File: src/rtl/jam_cost_server.sv
// Cost-table responder for the JAM assignment engine: streams in an NxN cost table,
// serves zero-latency lookups and captures the first result. Optional macro: JAM_LOOKUP_CNT_EN.
module jam_cost_server #(
    parameter int N      = 8,
    parameter int COST_W = 7
) (
    input  logic              CLK,
    input  logic              RST,
    input  logic              reload,
    input  logic              load_valid,
    input  logic [COST_W-1:0] load_data,
    output logic              load_ready,
    output logic              table_ready,
    output logic              jam_hold,
    input  logic [2:0]        W,
    input  logic [2:0]        J,
    output logic [COST_W-1:0] Cost,
    input  logic              Valid,
    input  logic [9:0]        MinCost,
    input  logic [3:0]        MatchCount,
    output logic              result_done,
    output logic [9:0]        result_min_cost,
    output logic [3:0]        result_match_count
`ifdef JAM_LOOKUP_CNT_EN
    ,
    output logic [15:0]       lookup_cnt
`endif
);

    typedef enum logic [1:0] {LOAD, SERVE, DONE} state_t;

    localparam logic [5:0] LAST_IDX = 6'(N * N - 1);

    state_t            state, next_state;
    logic [5:0]        idx;
    logic [5:0]        rd_addr;
    logic              load_fire;
    logic [COST_W-1:0] cost_table [64];

    // A reload in the same cycle as load_valid drops the entry.
    assign load_fire = (state == LOAD) && load_valid && !reload;

    always_ff @(posedge CLK or posedge RST) begin
        if (RST) begin
            state <= LOAD;
        end else begin
            state <= next_state;
        end
    end

    always_comb begin
        next_state = state;
        if (reload) begin
            next_state = LOAD;
        end else begin
            case (state)
                LOAD:    if (load_valid && idx == LAST_IDX) next_state = SERVE;
                SERVE:   if (Valid) next_state = DONE;
                DONE:    next_state = DONE;
                default: next_state = LOAD;
            endcase
        end
    end

    always_ff @(posedge CLK or posedge RST) begin
        if (RST) begin
            idx <= '0;
        end else if (reload) begin
            idx <= '0;
        end else if (load_fire) begin
            idx <= (idx == LAST_IDX) ? 6'd0 : idx + 6'd1;
        end
    end

    always_ff @(posedge CLK or posedge RST) begin
        if (RST) begin
            for (int i = 0; i < 64; i++) cost_table[i] <= '0;
        end else if (load_fire) begin
            cost_table[idx] <= load_data;
        end
    end

    always_ff @(posedge CLK or posedge RST) begin
        if (RST) begin
            result_done        <= 1'b0;
            result_min_cost    <= '0;
            result_match_count <= '0;
        end else if (reload) begin
            result_done        <= 1'b0;
            result_min_cost    <= '0;
            result_match_count <= '0;
        end else if (state == SERVE && Valid) begin
            result_done        <= 1'b1;
            result_min_cost    <= MinCost;
            result_match_count <= MatchCount;
        end
    end

`ifdef JAM_LOOKUP_CNT_EN
    always_ff @(posedge CLK or posedge RST) begin
        if (RST) begin
            lookup_cnt <= '0;
        end else if (reload) begin
            lookup_cnt <= '0;
        end else if (state == SERVE && lookup_cnt != 16'hFFFF) begin
            lookup_cnt <= lookup_cnt + 16'd1;
        end
    end
`endif

    assign load_ready  = (state == LOAD);
    assign table_ready = (state == SERVE) || (state == DONE);
    assign jam_hold    = (state == LOAD);

    // Lookup is state-independent so the engine sees zeros before the table is loaded.
    assign rd_addr = 6'(int'(W) * N + int'(J));

    always_comb begin
        Cost = '0;
        if (int'(W) < N && int'(J) < N) Cost = cost_table[rd_addr];
    end

endmodule

File: config.mk
export PLATFORM = sky130hd
export DESIGN_NAME = jam_cost_server
export DESIGN_NICKNAME = d
export VERILOG_FILES = /design/src/rtl/jam_cost_server.sv
export SDC_FILE = /design/constraint.sdc
export NUM_CORES = 1
export LEC_CHECK = 0
export CELL_PAD_IN_SITES_DETAIL_PLACEMENT = 1
export CELL_PAD_IN_SITES_GLOBAL_PLACEMENT = 1
export CORE_MARGIN = 2
export CORE_UTILIZATION = 40
export CTS_CLUSTER_SIZE = 30
export DETAILED_ROUTE_END_ITERATION = 16
export GPL_TIMING_DRIVEN = 0
export PLACE_DENSITY = 0.75
export SYNTH_ARGS = -nofsm -noshare
export SYNTH_HDL_FRONTEND = slang
export SYNTH_SLANG_ARGS = --single-unit
File: constraint.sdc
create_clock -name CLK -period 17.85 [get_ports CLK]
set_input_delay 2.6775 -clock CLK [delete_from_list [all_inputs] [get_ports CLK]]
set_output_delay 2.6775 -clock CLK [all_outputs]
set_load 0.02 [all_outputs]
# Word level (Yosys, flattened, before mapping)
# Cells that the tools add are included.
[classes]
muxes = 19
bitwise = 2
n_lt_le_gt_ge = 3
n_reduce_logical = 11
n_eq_ne = 5
n_addsub = 2
[op_table]
columns = ["op", "n"]
rows = [
  ["bitwise mux 448 bit", 1],
  ["binary-select mux 7 bit (select 6 bit)", 1],
  ["demux 7 bit (select 6 bit)", 1],
  ["2-to-1 mux 7 bit", 3],
  ["2-to-1 mux 10 bit", 2],
  ["2-to-1 mux 6 bit", 3],
  [">= comparator 7 bit, second input constant", 2],
  ["inverter 6 -> 7 bit", 2],
  ["2-to-1 mux 4 bit", 2],
  ["< comparator 7 x 1 -> 1 bit, second input constant", 1],
  ["adder 6 x 1 -> 6 bit, second input constant", 1],
  ["adder 6 x 3 -> 6 bit", 1],
  ["equality test 6 bit, second input constant", 1],
  ["2-to-1 mux 2 bit", 3],
  ["one-hot mux 2 bit (3 select lines)", 1],
  ["logical AND 1 bit", 5],
  ["nonzero test 2 bit", 2],
  ["inequality test 3 x 2 -> 1 bit, second input constant", 1],
  ["inequality test 3 bit, second input constant", 1],
  ["equality test 2 x 1 -> 1 bit, second input constant", 1],
  ["equality test 2 bit, second input constant", 1],
  ["logical NOT 2 bit", 1],
  ["2-to-1 mux 1 bit", 2],
  ["AND reduction 2 bit", 1],
  ["other kinds (2)", 2],
]
[word_totals]
wordCells = 111
out_inout_bits = 25
inputBits = 32
register_bits = 471

# Logic depth before layout (Yosys ltp)
[logic_depth]
depth_word = 6
depth_mapped = 8
mapped_depth_nobuf = 7

# Worst setup path after synthesis
# No wires, ideal clock.
[synth_path]
path_type = "input to output"
from = "input J[1]"
to = "output Cost[3]"
path_slack_ns = 10.839
arrival_ns = 4.333
required_time_ns = 15.172
path_buffers = 4
cell_stages = 8
cell_sequence = "clkbuf_2 > buf_6 > buf_4 > buf_2 > mux4_2 > a221oi_1 > nand2_1 > a32o_1"
[synth_via]
elab_chain_len = 5
[synth_lines]
columns = ["element", "line", "source"]
rows = [
  ["start: declaration", "16", "input logic [2:0] J,"],
  ["adder 6 x 3 -> 6 bit", "116", "assign rd_addr = 6'(int'(W) * N + int'(J));"],
  ["inverter 6 -> 7 bit (not written as such)", "120", "if (int'(W) < N && int'(J) < N) Cost = cost_table[rd_addr];"],
  ["binary-select mux 7 bit (select 6 bit)", "120", ""],
  ["2-to-1 mux 7 bit (not written as such) (2 in series)", "120", ""],
  ["end: declaration", "17", "output logic [COST_W-1:0] Cost,"],
]
# Every way passes these cells. The select of a mux whose other input is x is not followed.

# Worst setup path in the final report
[layout_path]
from = "input J[2]"
to = "output Cost[5]"
# Same word-level chain as after synthesis.

==> flow_metrics.env <==
export IMPL_peakVddDrop_mv=0.0684
export IMPL_final_antenna_net_count=0
export IMPL_slowest_stage="buf_1"
export IMPL_cp_end_kind="output pin"
export IMPL_drt_iter0_markers=960
export IMPL_syn_num_nets=1473
export IMPL_cts_tree="done"
export IMPL_yosysTopAreaCell="dfrtp_1"
export IMPL_clkTransAtPathRegs_ns=0.06
export IMPL_die_y_um=237
export IMPL_place_congestion=0.917
export IMPL_routedWlPerCell_um=28.1
export IMPL_p_leak_nw=11.7
export IMPL_fillCellCount=5314
export IMPL_netlist_area_leader_share_pct=54.2
export IMPL_clock_skew_final_ns=0.0204
export IMPL_vias_per_cell=5.88
export IMPL_final_core_util_pct=46.4
export IMPL_clkLatencyLatePin_ns=0.60
export IMPL_hpwl_mm=44.7
export IMPL_numCtsBuffers=51
export IMPL_port_buffers=45
export IMPL_hold_slack_ns=0.496
export IMPL_clk_path_buf_depth=3
export IMPL_place_ws_ns=9.03
export IMPL_ys_warn_count=0
export IMPL_clock_fmax_mhz=113
export IMPL_drive_gt1_share_pct=46.2
export IMPL_worstPathArrival_ns=6.21
export IMPL_worstPathMaxFanout=10
export IMPL_regArea_um2=11800
export IMPL_hp_class="register to register"
export IMPL_syn_avg_cell_area_um2=15.1
export IMPL_chipWidth_um=237
export IMPL_start_util_pct=40.4
export IMPL_root_buffer="clkbuf_16"
export IMPL_cts_hold_buf=0
export IMPL_synth_seq_cells=471
export IMPL_maxSlewHeadroom_pct=23.9
export IMPL_core_um2=53800
export IMPL_htree_levels=2
export IMPL_synth_async_sr_flop_share_pct=100
export IMPL_powerDensity_nw_per_um2=95.5
export IMPL_cp_slowest_stage_delay_ns=0.89
export IMPL_syn_inst=1438
export IMPL_die_area_um2=56300
export IMPL_synth_edf_count=0
export IMPL_overflow=0
export IMPL_vias=13385
export IMPL_rows=85
export IMPL_hold_violations=0
export IMPL_drv_cap=0
export IMPL_rsz0062_at_grt="false"
export IMPL_cts_setup_buffers=0
export IMPL_grt_pass1_wl_mm=97.7
export IMPL_crit_type="input pin to output pin"
export IMPL_fin_crit_ns=8.88
export IMPL_syn_area_um2=21800
export IMPL_wl_mm=64.0
export IMPL_drc=0
export IMPL_crit_chain="buf_2, buf_2, buf_1, mux4_2, o221ai_1, a21oi_1, a22o_1, clkdlybuf4s50_1"
export IMPL_yosysSeqAreaShare_pct=54.2
export IMPL_setup_viol=0
export IMPL_start_kind="input pin"
export IMPL_firstDrtPassIters=4
export IMPL_outcome="complete, no violations"
export IMPL_area_delta_synth_final_pct=14.8
export IMPL_io_pin_count=57
export IMPL_period_share_pct=49.8
export IMPL_grt_max_degree=136
export IMPL_synthTopCellsByArea="dfrtp_1 (54%), mux2_2 (23%), mux4_2 (11%), clkbuf_1 (1.1%), nand2_1 (1.1%)"
export IMPL_worst_slack_ns=8.97
export IMPL_ys_flop_type="dfrtp_1"
export IMPL_nets=1574
export IMPL_multi_input_area_um2=9480
export IMPL_insertedDiodeCount=0
export IMPL_worstPathRequired_ns=15.17
export IMPL_clock_sinks=471
export IMPL_finalMaxSlewViolations=0
export IMPL_path_common_cell="buf_2"
export IMPL_ys_types=53
export IMPL_grt_use_total_pct=23.4
export IMPL_worst_slew_pin_slew_ns=1.14
export IMPL_ctsResizeCount=0
export IMPL_antenna_found_initial=0
export IMPL_first_global_vias=14707
==> worst max-delay path: cells and delay by family <==
kind | cells | cell delay, ns
muxes | 1 | 0.39
buffers and inverters | 4 | 2.21
AOI/OAI and AO/OA | 3 | 0.90
==> path summary, 6_finish.rpt <==
kind | start | end | slack (ns) | depth (start not counted)
max in group asynchronous | RST | cost_table[320] | 13.50 | 4
worst max register to register | state[0] | cost_table[299] | 14.63 | 7
worst max-delay path | J[2] | Cost[5] | 8.97 | 8
worst min register to register | cost_table[426] | cost_table[426] | 0.50 | 1
worst min-delay path | cost_table[426] | cost_table[426] | 0.50 | 1
min in group asynchronous | RST | result_min_cost[5] | 2.67 | 2
==> power by group <==
part / switching, mW / internal, mW
clock: 0.445 / 0.680
combinational: 0.105 / 0.0561
sequential: 0.0106 / 1.09
total: 0.561 / 1.83
==> synth_stat cells, types with 11 or more instances <==
cell / number
dfrtp_1: 471
mux4_2: 105
nand2_1: 64
nor2_2: 20
a21oi_1: 32
buf_1: 11
buf_2: 29
nor2_1: 17
mux2i_1: 16
clkbuf_1: 65
nand3_1: 11
mux2_2: 452
o21ai_0: 13
==> stage by stage <==
stage          power, mW  area, um^2  cells  setup TNS, ns
6_report            2.39       25000   2275              0
5_1_grt             2.46       25000   2275              0
4_1_cts             2.41       25000   2275              0
3_5_place_dp        1.28       23200   2182              0
3_3_place_gp        1.27       23100   2179       -1365.45
2_1_floorplan       1.21       21800   1438              0
==> cells by family (layout without fill, tap and decap cells) <==
| logic type | Yosys count | after routing | share of synthesized area [%] |
|---|---|---|---|
| multiplexers | 580 | 580 | 35.8 |
| flip-flops | 471 | 471 | 54.2 |
| AND/OR/NAND/NOR | 170 | 170 | 4.57 |
| buffers and inverters | 117 | 258 | 2.31 |
| AO/OA/AOI/OAI | 95 | 95 | 2.86 |
| adder cells (fa/ha/maj) | 3 | 3 | 0.173 |
| XOR/XNOR | 2 | 2 | 0.0805 |
==> cell type report <==
type	count	area share [%]
well taps	696	3.49
inverters	5	0.105
flip-flops and latches	471	47.2
multi-input cells	850	38.0
repair buffers	48	2.13
clock buffers	77	6.31
clock inverters	16	0.872
plain buffers	112	1.94
==> placed cells by master, fill, tap and decap left out, types with 8 or more instances in the layout <==
| cell | Yosys | final |
|---|---|---|
| mux4_2 | 105 | 105 |
| nand3_1 | 11 | 11 |
| o21ai_0 | 13 | 13 |
| buf_1 | 11 | 11 |
| clkbuf_8 | 0 | 16 |
| a21oi_1 | 32 | 32 |
| mux2i_1 | 16 | 16 |
| nand2_2 | 8 | 8 |
| nand2_1 | 64 | 64 |
| clkbuf_1 | 65 | 73 |
| clkbuf_16 | 0 | 53 |
| buf_2 | 29 | 29 |
| o221ai_1 | 10 | 10 |
| dfrtp_1 | 471 | 471 |
| o22ai_1 | 10 | 10 |
| nor2_2 | 20 | 20 |
| nor2_1 | 17 | 17 |
| mux2_2 | 452 | 452 |
| clkdlybuf4s50_1 | 0 | 45 |
==> state kept, by name (all words and copies together) (netlist names) <==
signal              cells
cost_table            448
idx                     6
result_done             1
result_match_count      4
result_min_cost        10
state                   2
==> layer usage <==
layer | track usage (%) | vias to the layer above | share of wire, %
li1 | - | 5540 | -
met1 | 31.4 | 7334 | 43
met2 | 37.5 | 376 | 47
met3 | 3.96 | 135 | 4.8
met4 | 10.1 | 0 | 4.6
met5 | 0 | - | 0
No activity file was read; power rests on OpenSTA's default activity.
